`config.mk`:
```
export PLATFORM = sky130hd
export DESIGN_NAME = param_sorter
export DESIGN_NICKNAME = d
export VERILOG_FILES = /design/src/rtl/param_sorter.sv
export SDC_FILE = /design/constraint.sdc
export NUM_CORES = 1
export LEC_CHECK = 0
export CORE_UTILIZATION = 57
export DETAILED_ROUTE_END_ITERATION = 8
export DONT_BUFFER_PORTS = 1
export PLACE_DENSITY_LB_ADDON = 0.05
export SYNTH_ARGS = -nofsm -noshare
export SYNTH_HDL_FRONTEND = slang
export SYNTH_SLANG_ARGS = --single-unit
```
`constraint.sdc`:
```
create_clock -name clk -period 6.45 [get_ports clk]
set_clock_uncertainty 0.1 [all_clocks]
set_input_delay 1.29 -clock clk [delete_from_list [all_inputs] [get_ports clk]]
set_output_delay 1.29 -clock clk [all_outputs]
set_load 0.03 [all_outputs]
```
`src/rtl/param_sorter.sv`:
```
// Batch sorter: loads DEPTH unsigned elements, then emits them one per transfer in
// ascending or descending order, resolving ties by load order.
module param_sorter #(
  parameter int unsigned WIDTH = 8,
  parameter int unsigned DEPTH = 4
) (
  input  logic             clk,
  input  logic             reset,
  input  logic             in_valid,
  output logic             in_ready,
  input  logic [WIDTH-1:0] in_data,
  input  logic             descend,
  input  logic             abort,
  output logic             out_valid,
  input  logic             out_ready,
  output logic [WIDTH-1:0] out_data,
  output logic             out_last
);

  localparam int unsigned CntW = $clog2(DEPTH + 1);
  localparam int unsigned IdxW = $clog2(DEPTH);

  typedef enum logic [0:0] {StLoad, StEmit} state_e;

  state_e            state_q, state_d;
  logic [CntW-1:0]   load_cnt_q, load_cnt_d;
  logic [CntW-1:0]   emit_cnt_q, emit_cnt_d;
  logic [DEPTH-1:0]  taken_q, taken_d;
  logic              order_q, order_d;
  logic              load_en;
  logic [WIDTH-1:0]  buffer_q [DEPTH];

  logic [IdxW-1:0]   sel_idx;
  logic [WIDTH-1:0]  sel_val;
  logic              sel_found;

  // Strict compare keeps the earliest index on ties, so equal values leave in load order.
  always_comb begin
    sel_idx   = '0;
    sel_val   = '0;
    sel_found = 1'b0;
    for (int i = 0; i < int'(DEPTH); i++) begin
      if (!taken_q[i]) begin
        if (!sel_found ||
            (order_q ? (buffer_q[i] > sel_val) : (buffer_q[i] < sel_val))) begin
          sel_found = 1'b1;
          sel_idx   = IdxW'(i);
          sel_val   = buffer_q[i];
        end
      end
    end
  end

  // Outputs derive from state so reset takes effect without a clock edge.
  always_comb begin
    in_ready  = (state_q == StLoad);
    out_valid = (state_q == StEmit);
    out_data  = out_valid ? sel_val : '0;
    out_last  = out_valid && (emit_cnt_q == CntW'(DEPTH - 1));
  end

  always_comb begin
    state_d    = state_q;
    load_cnt_d = load_cnt_q;
    emit_cnt_d = emit_cnt_q;
    taken_d    = taken_q;
    order_d    = order_q;
    load_en    = 1'b0;
    if (abort) begin
      state_d    = StLoad;
      load_cnt_d = '0;
      emit_cnt_d = '0;
      taken_d    = '0;
      order_d    = 1'b0;
    end else begin
      unique case (state_q)
        StLoad: begin
          if (in_valid) begin
            load_en    = 1'b1;
            load_cnt_d = load_cnt_q + CntW'(1);
            if (load_cnt_q == '0) begin
              order_d = descend;
            end
            if (load_cnt_q == CntW'(DEPTH - 1)) begin
              state_d = StEmit;
            end
          end
        end
        StEmit: begin
          if (out_ready) begin
            if (out_last) begin
              state_d    = StLoad;
              load_cnt_d = '0;
              emit_cnt_d = '0;
              taken_d    = '0;
            end else begin
              taken_d[sel_idx] = 1'b1;
              emit_cnt_d       = emit_cnt_q + CntW'(1);
            end
          end
        end
        default: state_d = StLoad;
      endcase
    end
  end

  always_ff @(posedge clk or posedge reset) begin
    if (reset) begin
      state_q    <= StLoad;
      load_cnt_q <= '0;
      emit_cnt_q <= '0;
      taken_q    <= '0;
      order_q    <= 1'b0;
    end else begin
      state_q    <= state_d;
      load_cnt_q <= load_cnt_d;
      emit_cnt_q <= emit_cnt_d;
      taken_q    <= taken_d;
      order_q    <= order_d;
    end
  end

  // Storage needs no reset: every slot is rewritten before a batch can emit.
  always_ff @(posedge clk) begin
    if (load_en) begin
      buffer_q[load_cnt_q[IdxW-1:0]] <= in_data;
    end
  end

endmodule

```
Word-level counts from Yosys, hierarchy flattened

Memories as Yosys holds them, arrays and structs flattened.
Cells that the tools add are included.

Equality and inequality tests: 6
Shift-type cells: 0
$add $sub $neg: 2
Reduce and logical (&&, ||, !) cells: 15
Bitwise gates (word level): 2
Mux-type cells: 52
Divide/modulo/power cells: 0
$lt $le $gt $ge: 8
Multiply operators: 0

Operators with widths:

| kind                                                              | number |
|---|---|
| 2-to-1 mux 8 bit                                                  | 8 |
| 2-to-1 mux 1 bit                                                  | 25 |
| > comparator 8 bit                                                | 3 |
| less-than comparator 8 bit                                        | 3 |
| 2-to-1 mux 3 bit                                                  | 8 |
| 2-to-1 mux 4 bit                                                  | 4 |
| 2-to-1 mux 2 bit                                                  | 4 |
| nonzero test 2 bit                                                | 4 |
| adder 3 x 1 -> 3 bit, second input constant                       | 2 |
| equality test 3 x 2 -> 1 bit, second input constant               | 2 |
| inequality test 3 bit, second input constant                      | 2 |
| case mux 3 bit (2 select lines)                                   | 1 |
| AND reduction 3 bit                                               | 2 |
| OR 4 bit                                                          | 1 |
| logical NOT 3 bit                                                 | 1 |
| logical OR 1 bit                                                  | 3 |
| less-than comparator 2 x 3 -> 1 bit, second input constant        | 1 |
| inequality test 3 x 2 -> 1 bit, second input constant             | 1 |
| demux 1 bit (select 2 bit)                                        | 1 |
| greater-or-equal comparator 2 x 1 -> 1 bit, second input constant | 1 |
| logical AND 1 bit                                                 | 2 |
| logical NOT 1 bit                                                 | 2 |
| inequality test 2 bit, second input constant                      | 1 |
| case mux 1 bit (2 select lines)                                   | 1 |
| 2 further kinds                                                   | 2 |

Memory bits (read-only): 0
Bits in latches: 0
Memories: 1
Output and inout port bits: 11
Memory bits (writable): 32
Register bits after elaboration: 12

Memories:

| memory   | words | bits a word | read ports | clocked after memory_dff | wr ports | RTL line | RTL |
|---|---|---|---|---|---|---|---|
| buffer_q | 4     | 8           | 4          | 0                        | 1        | 31       | `logic [WIDTH-1:0] buffer_q [DEPTH];` |

Depth between registers and ports, before layout

Gate-level depths: netlist (run 1).
An unclocked memory read counts as a cell.

Word-level depth: 26
Mapped depth: 28

Worst setup path after synthesis (run 1)

OpenSTA, ideal clock, no wires.

Kind: register to output
From: reg taken_q[0]
To: out out_data[0]
Stages on the path, launching flop included: 28
Slack: -0.471 ns
Arrival: 5.531 ns
Path through: dfrtp_1 clkinv_1 buf_6 nand2_1 ha_1 nor2b_4 o211ai_2 a21oi_2 or3_4 a31oi_2 a32o_2 inv_1 ha_1 and4_1 a21oi_1 nand4b_1 nor3b_2 nor2_2 buf_2 mux2i_1 ha_1 nor2b_1 o211ai_2 a21oi_1 or3_1 a31oi_2 nor3_2 a221o_1

Longest elaborated chain between the ends: 17

RTL lines:

| what                                                             | RTL line | RTL |
|---|---|---|
| start, declared                                                  | 28       | `logic [DEPTH-1:0] taken_q, taken_d;` |
| start signal, assigned                                           | 118      | `taken_q <= taken_d;` |
| 2-to-1 mux 8 bit                                                 | 43       | `if (!taken_q[i]) begin` |
| less-than comparator 8 bit or > comparator 8 bit (tied branches) | 45       | `(order_q ? (buffer_q[i] > sel_val) : (buffer_q[i] < sel_val))) begin` |
| 2-to-1 mux 1 bit                                                 | 45       |  |
| logical OR 1 bit                                                 | 44       | `if (!sel_found \|\|` |
| 2-to-1 mux 8 bit                                                 | 44       |  |
| 2-to-1 mux 8 bit                                                 | 43       |  |
| less-than comparator 8 bit or > comparator 8 bit (tied branches) | 45       |  |
| 2-to-1 mux 1 bit                                                 | 45       |  |
| logical OR 1 bit                                                 | 44       |  |
| 2-to-1 mux 8 bit                                                 | 44       |  |
| 2-to-1 mux 8 bit                                                 | 43       |  |
| less-than comparator 8 bit or > comparator 8 bit (tied branches) | 45       |  |
| 2-to-1 mux 1 bit                                                 | 45       |  |
| logical OR 1 bit                                                 | 44       |  |
| 2-to-1 mux 8 bit                                                 | 44       |  |
| 2-to-1 mux 8 bit *                                               | 43       |  |
| 2-to-1 mux 8 bit *                                               | 58       | `out_data = out_valid ? sel_val : '0;` |
| end, declared                                                    | 16       | `output logic [WIDTH-1:0] out_data,` |

Every way passes the cells marked *; elsewhere a longest branch is shown, timed or not.

Final worst setup path (run 1)

From: reg taken_q[0]
To: out out_data[3]

Same word-level chain as after synthesis.

==> impl_results.md, run 1 <==
* Worst skew pair latency at 300 ps
* Hold Vio Cnt, Final at 0
* R2R Setup Slk at 890 ps
* Initial Utilization at 60.7%
* First-pass DRT Iterations at 8
* Most frequent cells in the layout: buf_4, edfxtp_1, ha_1, inv_1, ha_4
* Clock buffer depth at 2
* Placement Cell Area at 3180 sq um
* Initial DRC Count at 158
* Pwr/cell area at 199 nW/um^2
* HP Start: emit_cnt_q[2]$_DFFE_PP0P_
* Status: finished with violations
* Synth top area share at 35.4%
* Routed Antenna Nets at 0
* Max-slew headroom at 43.6%
* RePlAce Congestion at 0.839
* Crit path arrival time at 5830 ps
* Max-slew violation count at 0
* Post-DR vias/cell at 6.56
* Total Nets Final at 328
* WHS Endpoint: emit_cnt_q[2]$_DFFE_PP0P_
* Root buf cell: clkbuf_8
* Yosys warns at 0
* Cell depth of the worst min-delay path at 2
* Worst-path clk slew at 80 ps
* Period utilization at 112%
* Row cnt at 24
* IO Count at 25
* Post-cts hold buffer count at 0
* P&R area growth vs syn at 31.6%
* Mapped Nets at 275
* Fraction of layout cells with a size suffix above 1 at 51.6%
* DIE AREA at 5050 sq um
* Post-DP HPWL at 5190 um
* Post-Route WL at 7270 um
* CP Launch Point: taken_q[0]$_DFFE_PP0P_
* Mapped cell area at 2720 sq um
* RSZ-0062 raised after global routing: yes
* PortBufs at 0
* Syn Area/Cell at 11.8 sq um
* Failing checks: design-rule violations, negative setup slack
* Final setup fails at 8
* Largest net degree at the start of global routing at 25
* Grt total ovfl at 0
* Most common flop cell mapped by yosys: edfxtp_1
* Critical Path End Type: output port
* Cell variety after synth at 50
* Drt drc at 3
* Post-layout minimum cycle time at 7220 ps
* Crit path max fanout at 8
* Post-synth EDFFs at 32
* Post-synthesis sequential area ratio at 46.4%
* Dominant cell type by area after synthesis: edfxtp_1
* Mean routed wirelength per cell at 21.6 um
* TritonCTS clock tree: yes
* Clock Sink Count at 44
* Final Power at 0.710 mW
* Ranking of synthesized cells by area: edfxtp_1, ha_1, dfrtp_1
* Maxcap violations at 0
* WS Path Type: flop to output port
* Post-synth ARST share at 27.3%
* H-tree depth at 2
* Flops & latches, synth at 44
* Worst slew pin tran at 846 ps
* Static leakage at 1.49 nW
* Reg-to-reg endpoint: taken_q[1]$_DFFE_PP0P_
* Final TNS setup at -6000 ps
* ANT cells at 0
* Reg2Reg Depth at 28
* Pre-CTS setup slack at -699 ps
* Initial antenna violation count at 0
* Crit path launch type: flop
* Maximum VDD drop at 0.000175 V
* Design area at 3570 sq um
* Vias in the first global route at 2,288
* Final worst slack at -771 ps
* First-pass GRT wire length at 11,500 um
* Chip width at 71.0 um
* Reg-to-Reg Start: taken_q[0]$_DFFE_PP0P_
* Core area at 4470 sq um
* CTS buffer count at 5
* Most common cell after layout, fill and taps aside: buf_4
* CP Data Required Time at 5060 ps
* Gate Count Post-Synth at 231
* Die Ht at 71.0 um
* Class of the worst hold path: flop to flop
* All-Layer GR Usage at 30.7%
* Fmax at 138 MHz
* Via count at 2,212
worst max-delay path by stage:
stage                        to  slack [ps]
finish              out_data[3]        -770
global route        out_data[3]       -1010
CTS                 out_data[4]        -670
detailed placement  out_data[3]        -700
global placement    out_data[4]        -410
floorplan           out_data[6]        -150
registers in the layout, indices dropped and copies added, names as in the netlist:
| signal | cells |
|---|---|
| buffer_q | 32 |
| emit_cnt_q | 3 |
| load_cnt_q | 3 |
| order_q | 1 |
| out_valid | 1 |
| taken_q | 4 |
per-layer routing:
metal	GRT usage [%]	vias to the layer above	part of all wire, %
met2	51.2	118	49
met5	0	-	0
li1	-	1000	-
met1	38.1	1062	40
met3	6.41	32	7.3
met4	15.6	0	4.4
Yosys cell counts (2+ instances only):
cell,n
edfxtp_1,32
ha_1,30
nand2_1,18
inv_1,17
a21oi_1,12
dfrtp_1,12
a221o_1,8
mux2i_1,8
a32o_2,7
and2_1,7
and3_2,7
and2_2,6
nand3_1,5
nor2b_1,5
nand4_1,4
nor2_1,4
a31oi_1,3
nor3_1,3
o41ai_1,3
a31oi_2,2
buf_6,2
clkbuf_1,2
nor3_2,2
o211ai_2,2
o21a_1,2
o221ai_1,2
o31ai_1,2
or3_1,2
cells by family after synthesis:
kind of cell | share of synthesized area [%]
AO/OA/AOI/OAI | 16.5
adder cells (fa/ha/maj) | 13.8
buffers and inverters | 4.15
flip-flops | 46.4
multiplexers | 3.36
AND/OR/NAND/NOR | 15.8
what timing repair did:
action	CTS	global route
setup endpoints to repair	8	8
gates cloned	1	0
endpoints found under the hold margin	0	0
buffers inserted	9	3
pin swaps	13	14
resized for setup	36	5
layout make-up:
cell class | instances | area, sq um
multi-input combinational | 163 | 1680
timing repair buffer | 51 | 399
clock buffer | 6 | 82.6
sequential | 44 | 1260
fill | 239 | 901
tap | 52 | 65.1
clock inverter | 2 | 10.0
inverter | 18 | 72.6
timing repair inverter | 1 | 5.00
where the power goes:
part / leakage [nW] / total (mW) / internal, mW / switching [mW]
Clock: 0.0510 / 0.177 / 0.0855 / 0.0918
Combinational: 0.984 / 0.215 / 0.108 / 0.107
Sequential: 0.455 / 0.318 / 0.311 / 0.00642
Total: 1.49 / 0.710 / 0.505 / 0.205
through the flow:
stage	hold slack, ps	cells	utilization, %
floorplan	373	231	-
global placement	388	316	71.0
detailed placement	394	316	71.0
CTS	406	334	78.8
global route	442	337	79.9
finish	403	337	79.9
critical path: stages (launching register included):
cell	delay (ps)
dfrtp_2	460
clkinv_4	90
nand2_4	50
ha_4	210
nor2b_4	120
o211ai_2	140
a21oi_2	80
or3_4	370
a21o_4	260
a32o_2	300
inv_2	70
ha_4	190
buf_6	120
buf_4	120
buf_4	130
o2111ai_2	80
a31oi_1	130
nor3b_2	310
nor2_4	80
buf_6	140
mux2i_2	160
ha_1	370
a21oi_2	170
o21ai_2	100
or3_4	390
a31oi_4	270
nor3_4	120
a221o_2	510
(Power assumes the default switching activity.)
==> inputs of run 2 (changes only) <==
PLACE_DENSITY_LB_ADDON = 0.25   (was 0.05)
RECOVER_POWER = 25   (was default)
==> run 2 against run 1 <==
Against the previous run:
- the run still ends with design-rule violations, negative setup slack left
- cell count fell by 2.1%
- via count fell by 7.8%
- sequential power barely moved
- worst hold slack improved by 1.8 ps
- routed wire length fell by 15%
- core utilization fell by 3.1 points
- critical path depth did not move
- total power fell by 5.6%
- worst setup slack improved by 200 ps
- sequential share of layout area rose by 1.4 points
- final area fell by 3.9%
- largest cell class unchanged
- largest power group unchanged
==> impl_results.md, run 2 (synthesis gave the netlist of run 1 again) <==
* First-pass GRT wire length at 9940 um (-14%)
* Core area at 4470 sq um (unchanged)
* CTS buffer count at 5 (unchanged)
* Post-layout minimum cycle time at 7020 ps (-202 ps)
* IO Count at 25 (unchanged)
* First-pass DRT Iterations at 6 (-2)
* Reg-to-Reg Start: taken_q[0]$_DFFE_PP0P_
* Critical Path End Type: output port
* TritonCTS clock tree: yes
* CP Data Required Time at 5060 ps (about the same)
* Row cnt at 24 (unchanged)
* RSZ-0062 raised after global routing: yes
* WS Path Type: flop to output port
* Static leakage at 1.45 nW (-3.0%)
* Worst slew pin tran at 826 ps (-20.5 ps)
* Largest net degree at the start of global routing at 25 (unchanged)
* Total Nets Final at 321 (-2.1%)
* Via count at 2,040 (-7.8%)
* Clock Sink Count at 44 (unchanged)
* H-tree depth at 2 (unchanged)
* Pwr/cell area at 195 nW/um^2 (-1.7%)
* Initial Utilization at 60.7% (unchanged)
* Chip width at 71.0 um (unchanged)
* Crit path arrival time at 5630 ps (-200 ps)
* Final worst slack at -569 ps (+202 ps)
* Reg-to-reg endpoint: taken_q[1]$_DFFE_PP0P_
* Filler cell count at 293 (+23%)
* Max Used Layer: met4
* Maxcap violations at 0 (unchanged)
* R2R Setup Slk at 1030 ps (+140 ps)
* Drt drc at 2 (-1)
* HP Start: emit_cnt_q[2]$_DFFE_PP0P_
* Most common cell after layout, fill and taps aside: buf_4
* Fraction of layout cells with a size suffix above 1 at 45.3% (-6.3 points)
* Final setup fails at 8 (unchanged)
* Class of the worst hold path: flop to flop
* Final Power at 0.671 mW (-5.6%)
* Initial DRC Count at 79 (-50%)
* Max reg flops at 32 (unchanged)
* All-Layer GR Usage at 25.9% (-4.8 points)
* Final TNS setup at -4520 ps (+1480 ps)
* DR WL met3 at 286 um (-46%)
* Clock buffer depth at 2 (unchanged)
* Final Util at 76.7% (-3.1 points)
* Post-DP HPWL at 4610 um (-11%)
* RePlAce Congestion at 0.874 (+4.1%)
* Metal2 WL at 2980 um (-16%)
* Period utilization at 109% (-3.1 points)
* Worst-path clk slew at 80 ps (about the same)
* Post-DR vias/cell at 6.18 (-5.8%)
* Routed Antenna Nets at 0 (unchanged)
* Initial antenna violation count at 0 (unchanged)
* Most frequent cells in the layout: buf_4, edfxtp_1, ha_1, nand2_1, inv_1
* DIE AREA at 5050 sq um (unchanged)
* Failing checks: design-rule violations, negative setup slack
* M1 WL at 2880 um (+0.24%)
* Die Ht at 71.0 um (unchanged)
* Status: finished with violations
* Crit path max fanout at 8 (unchanged)
* WHS Endpoint: emit_cnt_q[2]$_DFFE_PP0P_
* Hold Vio Cnt, Final at 0 (unchanged)
* Crit path launch type: flop
* Vias in the first global route at 2,108 (-7.9%)
* Root buf cell: clkbuf_8
* Worst skew pair latency at 290 ps (about the same)
* Post-Route WL at 6190 um (-15%)
* PortBufs at 0 (unchanged)
* ANT cells at 0 (unchanged)
* Fmax at 142 MHz (+2.9%)
* Max-slew violation count at 0 (unchanged)
* Grt total ovfl at 0 (unchanged)
* Mean routed wirelength per cell at 18.7 um (-13%)
* P&R area growth vs syn at 26.4%
* Max-slew headroom at 45.0% (+1.4 points)
* Cell depth of the worst min-delay path at 2 (unchanged)
* Reg2Reg Depth at 28 (unchanged)
* Maximum VDD drop at 0.000156 V (-11%)
## run 2: cell count changes in the layout (fill, tap and decap cells not counted), moves of 3 or more
| cell | before | now |
|---|---|---|
| buf_6 | 5 | 2 |
| nand2_2 | 5 | 1 |
| ha_4 | 12 | 9 |
| buf_4 | 45 | 42 |
| nand2_1 | 11 | 15 |
| ha_1 | 18 | 21 |
## run 2: cell type report
cell class / instances / area (sq um) / area share (%)
timing repair buffer: 44 / 338 / 9.84
inverter: 18 / 72.6 / 2.11
clock buffer: 6 / 82.6 / 2.41
sequential: 44 / 1260 / 36.8
tap: 52 / 65.1 / 1.90
clock inverter: 2 / 10.0 / 0.292
multi-input combinational: 164 / 1600 / 46.7
## run 2: worst max-delay path, cell delays in order (launching register included)
cell and delay, ps:
dfrtp_2 440, clkinv_4 90, buf_6 120, nand2_2 60, ha_4 270, nand4_1 130
a21oi_2 160, o221ai_1 130, buf_4 170, a21o_4 220, a32o_2 280, inv_1 60
ha_1 230, nor2b_1 150, o2111ai_2 180, nand4b_1 110, nor3b_2 160, buf_4 150
nor2_4 180, mux2i_1 220, ha_1 270, nor2b_4 130, o211ai_2 150, a21oi_2 90
or3_4 350, a31oi_4 260, nor3_4 110, a221o_2 470
## run 2: timing repair
| item | in CTS | in global routing |
|---|---|---|
| gates resized for setup | 16 | 8 |
| hold buffers | 0 | 0 |
| buffers inserted | 7 | 2 |
| endpoints found under the setup margin | 8 | 8 |
| gates cloned | 1 | 0 |
| endpoints found under the hold margin | 0 | 0 |
| pin swaps | 8 | 12 |
## run 2: worst max path at each step
stage	from	to	cells past startpoint
2_1_floorplan	taken_q[0]$_DFFE_PP0P_	out_data[6]	27
3_3_place_gp	taken_q[0]$_DFFE_PP0P_	out_data[5]	24
3_5_place_dp	taken_q[0]$_DFFE_PP0P_	out_data[5]	24
4_1_cts	taken_q[0]$_DFFE_PP0P_	out_data[4]	26
5_1_grt	taken_q[0]$_DFFE_PP0P_	out_data[4]	27
6_report	taken_q[0]$_DFFE_PP0P_	out_data[5]	27
## run 2: through the flow
stage                     instances  hold slack [ps]  cell area [sq um]  setup slack, ps
final                           330              404               3430             -569
after global routing            330              427               3430             -815
after CTS                       329              407               3370             -675
after detailed placement        313              395               3160             -545
after global placement          313              384               3160             -416
after floorplan                 231              373               2870             -149
## run 2: layer usage
layer	vias up	track usage (%)
met5	-	0
met4	0	5.78
met3	4	4.99
met2	46	44.7
met1	1011	34.1
li1	979	-
## run 2: report_power, final
group / internal, mW / switching (mW)
Sequential: 0.312 / 0.00610
Clock: 0.0854 / 0.0873
Combinational: 0.0903 / 0.0901
==> inputs of run 3 (changes only) <==
RECOVER_POWER = default   (was 25)
==> results of run 3 <==
No change in the layout: final DEF, timing and power equal those of run 2.
